<file path="config.mk">
export PLATFORM = sky130hd
export DESIGN_NAME = arg_issuer
export DESIGN_NICKNAME = d
export VERILOG_FILES = /design/src/rtl/arg_issuer_pkg.sv /design/src/rtl/arg_fifo.sv /design/src/rtl/arg_issuer.sv
export SDC_FILE = /design/constraint.sdc
export NUM_CORES = 1
export LEC_CHECK = 0
export ABC_CLOCK_PERIOD_IN_PS = 2600
export CORE_MARGIN = 4
export CORE_UTILIZATION = 45
export DETAILED_ROUTE_END_ITERATION = 10
export PLACE_DENSITY = 0.71
export SYNTH_ARGS = -nofsm -noshare
export SYNTH_HDL_FRONTEND = slang
export SYNTH_SLANG_ARGS = --single-unit
</file>
<file path="constraint.sdc">
create_clock -name clk -period 2.6 [get_ports clk]
set_input_delay 0.52 -clock clk [delete_from_list [all_inputs] [get_ports clk]]
set_output_delay 0.52 -clock clk [all_outputs]
set_load 0.1 [all_outputs]
</file>
<file path="src/rtl/arg_issuer_pkg.sv">
// rtl/arg_issuer_pkg.sv - shared state encoding and default sizes for the argument issuer
package arg_issuer_pkg;

    typedef enum logic [1:0] {
        IDLE     = 2'd0,
        REQ      = 2'd1,
        WAIT_RES = 2'd2,
        RELEASE  = 2'd3
    } state_e;

    localparam int ARG_W_DEF   = 32;
    localparam int DEPTH_DEF   = 4;
    localparam int TIMEOUT_DEF = 100;
    localparam int ERR_CNT_W   = 8;

endpackage

</file>
<file path="src/rtl/arg_fifo.sv">
// rtl/arg_fifo.sv - power-of-two argument queue; push is ignored while full, pop while empty
module arg_fifo
    import arg_issuer_pkg::*;
#(
    parameter int W     = ARG_W_DEF,
    parameter int DEPTH = DEPTH_DEF
) (
    input  logic         clk,
    input  logic         rst,
    input  logic         push,
    input  logic [W-1:0] push_data,
    input  logic         pop,
    output logic         full,
    output logic         empty,
    output logic [W-1:0] head
);

    localparam int AW = $clog2(DEPTH);

    logic [W-1:0]  mem_q [DEPTH];
    logic [AW-1:0] wr_ptr_q;
    logic [AW-1:0] rd_ptr_q;
    logic [AW:0]   count_q;
    logic          push_en;
    logic          pop_en;

    assign full    = (count_q == (AW+1)'(DEPTH));
    assign empty   = (count_q == '0);
    assign head    = mem_q[rd_ptr_q];
    // Fullness is judged before the edge, so a full queue never accepts even when popping.
    assign push_en = push && !full;
    assign pop_en  = pop && !empty;

    always_ff @(posedge clk) begin
        if (push_en) begin
            mem_q[wr_ptr_q] <= push_data;
        end
    end

    always_ff @(posedge clk or posedge rst) begin
        if (rst) begin
            wr_ptr_q <= '0;
            rd_ptr_q <= '0;
            count_q  <= '0;
        end else begin
            if (push_en) wr_ptr_q <= wr_ptr_q + 1'b1;
            if (pop_en)  rd_ptr_q <= rd_ptr_q + 1'b1;
            case ({push_en, pop_en})
                2'b10:   count_q <= count_q + 1'b1;
                2'b01:   count_q <= count_q - 1'b1;
                default: count_q <= count_q;
            endcase
        end
    end

endmodule

</file>
<file path="src/rtl/arg_issuer.sv">
// rtl/arg_issuer.sv - queues arguments and issues them over a four-phase stb/ack/res handshake
// Optional watchdog abort enabled by defining ARG_ISSUER_WATCHDOG_EN.
module arg_issuer
    import arg_issuer_pkg::*;
#(
    parameter int W       = ARG_W_DEF,
    parameter int DEPTH   = DEPTH_DEF,
    parameter int TIMEOUT = TIMEOUT_DEF
) (
    input  logic                 clk,
    input  logic                 rst,
    input  logic                 in_valid,
    input  logic [W-1:0]         in_data,
    output logic                 in_ready,
    output logic [W-1:0]         arg,
    output logic                 arg_stb,
    input  logic                 arg_ack,
    input  logic                 res_stb,
    output logic                 done,
    output logic                 timeout,
    output logic                 busy,
    output logic [ERR_CNT_W-1:0] err_cnt
);

    state_e       state_q, state_d;
    logic [W-1:0] arg_q, arg_d;
    logic         stb_q, stb_d;
    logic         done_q, done_d;
    logic         pop;
    logic         fifo_full;
    logic         fifo_empty;
    logic [W-1:0] fifo_head;

    arg_fifo #(.W(W), .DEPTH(DEPTH)) u_fifo (
        .clk       (clk),
        .rst       (rst),
        .push      (in_valid),
        .push_data (in_data),
        .pop       (pop),
        .full      (fifo_full),
        .empty     (fifo_empty),
        .head      (fifo_head)
    );

`ifdef ARG_ISSUER_WATCHDOG_EN
    localparam int TIMER_W = $clog2(TIMEOUT + 1);

    logic [TIMER_W-1:0]   timer_q, timer_d;
    logic [ERR_CNT_W-1:0] err_q, err_d;
    logic                 timeout_q, wd_d;
    logic                 wd_expired;

    assign wd_expired = (timer_q == TIMER_W'(TIMEOUT));

    // The timer spans the whole request (REQ and WAIT_RES) and restarts for each argument.
    always_comb begin
        timer_d = '0;
        if ((state_q == REQ || state_q == WAIT_RES) &&
            (state_d == REQ || state_d == WAIT_RES)) begin
            timer_d = timer_q + 1'b1;
        end
        err_d = err_q;
        if (wd_d && err_q != '1) begin
            err_d = err_q + 1'b1;
        end
    end

    always_ff @(posedge clk or posedge rst) begin
        if (rst) begin
            timer_q   <= '0;
            err_q     <= '0;
            timeout_q <= 1'b0;
        end else begin
            timer_q   <= timer_d;
            err_q     <= err_d;
            timeout_q <= wd_d;
        end
    end

    assign timeout = timeout_q;
    assign err_cnt = err_q;
`else
    assign timeout = 1'b0;
    assign err_cnt = '0;
`endif

    // A result always beats a simultaneous watchdog expiry.
    always_comb begin
        state_d = state_q;
        arg_d   = arg_q;
        stb_d   = stb_q;
        done_d  = 1'b0;
        pop     = 1'b0;
`ifdef ARG_ISSUER_WATCHDOG_EN
        wd_d    = 1'b0;
`endif
        case (state_q)
            IDLE: begin
                if (!fifo_empty) begin
                    pop     = 1'b1;
                    arg_d   = fifo_head;
                    stb_d   = 1'b1;
                    state_d = REQ;
                end
            end
            REQ: begin
                if (arg_ack && res_stb) begin
                    stb_d   = 1'b0;
                    done_d  = 1'b1;
                    state_d = RELEASE;
`ifdef ARG_ISSUER_WATCHDOG_EN
                end else if (wd_expired) begin
                    stb_d   = 1'b0;
                    wd_d    = 1'b1;
                    state_d = RELEASE;
`endif
                end else if (arg_ack) begin
                    state_d = WAIT_RES;
                end
            end
            WAIT_RES: begin
                if (res_stb) begin
                    stb_d   = 1'b0;
                    done_d  = 1'b1;
                    state_d = RELEASE;
`ifdef ARG_ISSUER_WATCHDOG_EN
                end else if (wd_expired) begin
                    stb_d   = 1'b0;
                    wd_d    = 1'b1;
                    state_d = RELEASE;
`endif
                end
            end
            RELEASE: begin
                if (!arg_ack && !res_stb) begin
                    state_d = IDLE;
                end
            end
            default: state_d = IDLE;
        endcase
    end

    always_ff @(posedge clk or posedge rst) begin
        if (rst) begin
            state_q <= IDLE;
            arg_q   <= '0;
            stb_q   <= 1'b0;
            done_q  <= 1'b0;
        end else begin
            state_q <= state_d;
            arg_q   <= arg_d;
            stb_q   <= stb_d;
            done_q  <= done_d;
        end
    end

    assign in_ready = !fifo_full;
    assign arg      = arg_q;
    assign arg_stb  = stb_q;
    assign done     = done_q;
    assign busy     = (state_q != IDLE) || !fifo_empty;

endmodule

</file>
==> flow_metrics.env <==
export IMPL_post_cts_setup_buffers=0
export IMPL_reg2reg_slack_ps=510
export IMPL_post_drt_wl_per_cell_um=18.1
export IMPL_antenna_found_initial=0
export IMPL_synth_area_um2=6580
export IMPL_antenna_cells=0
export IMPL_worstMarginPinSlew_ps=855
export IMPL_drc=0
export IMPL_final_common_cell="edfxtp_1"
export IMPL_port_buffers=72
export IMPL_min_period_over_period_pct=95.2
export IMPL_required_ps=2080
export IMPL_initial_core_util_pct=46.6
export IMPL_crit_arrival_ps=1950
export IMPL_setup_viol=0
export IMPL_worst_r2r_cell_count=9
export IMPL_clock_skew_ps=11.8
export IMPL_grt_usage_pct=15.5
export IMPL_pin_count=82
export IMPL_slew_headroom_pct=43.0
export IMPL_first_pass_iters=4
export IMPL_layout_common_cells="128 x edfxtp_1, 101 x nand2_1, 41 x dfrtp_1"
export IMPL_die_area_um2=16600
export IMPL_worst_r2r_endpoint="u_fifo.count_q[2]$_DFFE_PP0P_"
export IMPL_rr_startpoint="state_q[0]$_DFFE_PP0P_"
export IMPL_cts_inserted_buffers=17
export IMPL_cts_tree="built"
export IMPL_core_um2=14100
export IMPL_avgSynthCellArea_um2=17.5
export IMPL_first_global_vias=3620
export IMPL_synth_seq_cells=171
export IMPL_cts_root_buf="clkbuf_16"
export IMPL_clkLatencyLatePin_ps=420
export IMPL_hp_class="input pin to async pin"
export IMPL_globalRouteOverflowTotal=0
export IMPL_syn_inst=376
export IMPL_ys_seq_area_share_pct=74.8
export IMPL_ys_warn_count=0
export IMPL_die_height_um=129
export IMPL_rsz0062_at_grt="false"
export IMPL_critPathLaunchType="flop"
export IMPL_drive_gt1_share_pct=25.7
export IMPL_path_clk_slew_ps=60
export IMPL_max_clock_freq_mhz=404
export IMPL_cts_sinks=171
export IMPL_finalSetupTns_ps=0
export IMPL_final_util_pct=57.6
export IMPL_viasPerCell=5.16
export IMPL_path_class="flop to primary output"
export IMPL_antenna_left=0
export IMPL_dr_wl_met2_um=5990
export IMPL_grt_pass1_wl_um=18900
export IMPL_min_period_ps=2470
export IMPL_wl_met1_um=5260
export IMPL_outcome="complete, no violations"
export IMPL_fp_dieW_um=129
export IMPL_drv_cap=0
export IMPL_drtIter0Drc=166
export IMPL_wl_met3_um=499
export IMPL_vias=3377
export IMPL_end_kind="primary output"
export IMPL_cts_max_path_buffers=2
export IMPL_routed_top_layer="met4"
export IMPL_cts_resized=0
export IMPL_wl_um=11800
export IMPL_syn_to_final_growth_pct=23.5
export IMPL_place_congestion=0.768
export IMPL_synth_cell_type_count=28
export IMPL_core_rowCount=43
export IMPL_grt_max_degree=34
export IMPL_path_max_fanout=5
export IMPL_slew_viol_final=0
export IMPL_fin_nets=510
export IMPL_hpwl_um=6990
export IMPL_h_tree_depth=4
export IMPL_cts_hold_buf=0
export IMPL_hold_viol_final=0
registers in the layout (all words and copies together) (netlist names):
| name | count |
|---|---|
| u_fifo.rd_ptr_q | 2 |
| done | 1 |
| u_fifo.wr_ptr_q | 2 |
| state_q | 2 |
| arg | 32 |
| arg_stb | 1 |
| u_fifo.mem_q | 128 |
| u_fifo.count_q | 3 |
worst max-delay path, cell delays in order (launching register included):
cell     delay (ps)
dfrtp_1         430
inv_1           160
ha_1            240
or4b_4          520
buf_12          190
layout make-up:
type / count / area [um^2]
clock buffer: 18 / 429
timing repair buffer: 81 / 773
inverter: 7 / 26.3
clock inverter: 14 / 209
sequential: 171 / 4920
tap: 180 / 225
multi-input combinational: 183 / 1530
fill: 1088 / 5980
metal layers:
| metal | vias up | track usage (%) |
|---|---|---|
| met5 | - | 0 |
| met4 | 0 | 4.08 |
| met3 | 8 | 5.77 |
| met2 | 80 | 25.3 |
| met1 | 1736 | 19.8 |
| li1 | 1553 | - |
metrics by stage:
stage	area (um^2)	setup slack, ps	cells	hold slack (ps)
2_1_floorplan	6610	36.7	384	498
3_3_place_gp	7480	324	622	459
3_5_place_dp	7480	318	622	463
4_1_cts	8120	100	654	445
5_1_grt	8120	30.1	654	461
6_report	8120	125	654	447
kinds of logic (layout without fill, tap and decap cells):
kind of cell	count (synthesis)	after routing	synth area share [%]
DFF	171	171	74.8
muxes	34	34	11.3
other	1	9	0.0570
adders and majority gates	12	12	2.40
xor gates and xnor gates	6	6	0.799
buffers and inverters	30	120	2.53
AOI/OAI and AO/OA	11	11	1.29
and+or+nand+nor	111	111	6.79
how the worst max path moves through the flow:
stage                                        startpoint                       endpoint  slack, ps  cells after the start
after floorplan           u_fifo.count_q[0]$_DFFE_PP0P_   u_fifo.mem_q[0][0]$_DFFE_PP_         40                      3
after global placement                         in_valid  u_fifo.count_q[2]$_DFFE_PP0P_        320                      7
after detailed placement                       in_valid  u_fifo.count_q[2]$_DFFE_PP0P_        320                      7
after CTS                        state_q[0]$_DFFE_PP0P_                           busy        100                      4
after global routing             state_q[0]$_DFFE_PP0P_                           busy         30                      4
final                            state_q[0]$_DFFE_PP0P_                           busy        130                      4
cells in the mapped netlist:
| cell | instances | area [um^2] |
|---|---|---|
| o31ai_2 | 1 | 12.5 |
| buf_2 | 7 | 35.0 |
| and3_1 | 4 | 25.0 |
| ha_1 | 11 | 138 |
| mux2_2 | 2 | 22.5 |
| edfxtp_1 | 128 | 3840 |
| nand3_1 | 1 | 5.00 |
| nand2_1 | 101 | 379 |
| conb_1 | 1 | 3.75 |
| inv_1 | 6 | 22.5 |
| o21ai_0 | 4 | 20.0 |
| mux4_2 | 32 | 721 |
| nand2b_1 | 1 | 6.26 |
| o31ai_1 | 1 | 7.51 |
| nor2_1 | 2 | 7.51 |
| buf_4 | 12 | 90.1 |
| xnor2_1 | 5 | 43.8 |
| or4b_4 | 1 | 13.8 |
| o41ai_1 | 1 | 8.76 |
| fa_1 | 1 | 20.0 |
| inv_2 | 1 | 3.75 |
| a21oi_2 | 1 | 8.76 |
| and4b_1 | 1 | 10.0 |
| clkbuf_1 | 4 | 15.0 |
| o2111a_2 | 1 | 12.5 |
| a21boi_0 | 2 | 15.0 |
| xor2_1 | 1 | 8.76 |
| dfrtp_1 | 43 | 1080 |
Power is not shown: default switching activity piles up to over one toggle a cycle in this logic, so the estimate is an artifact.
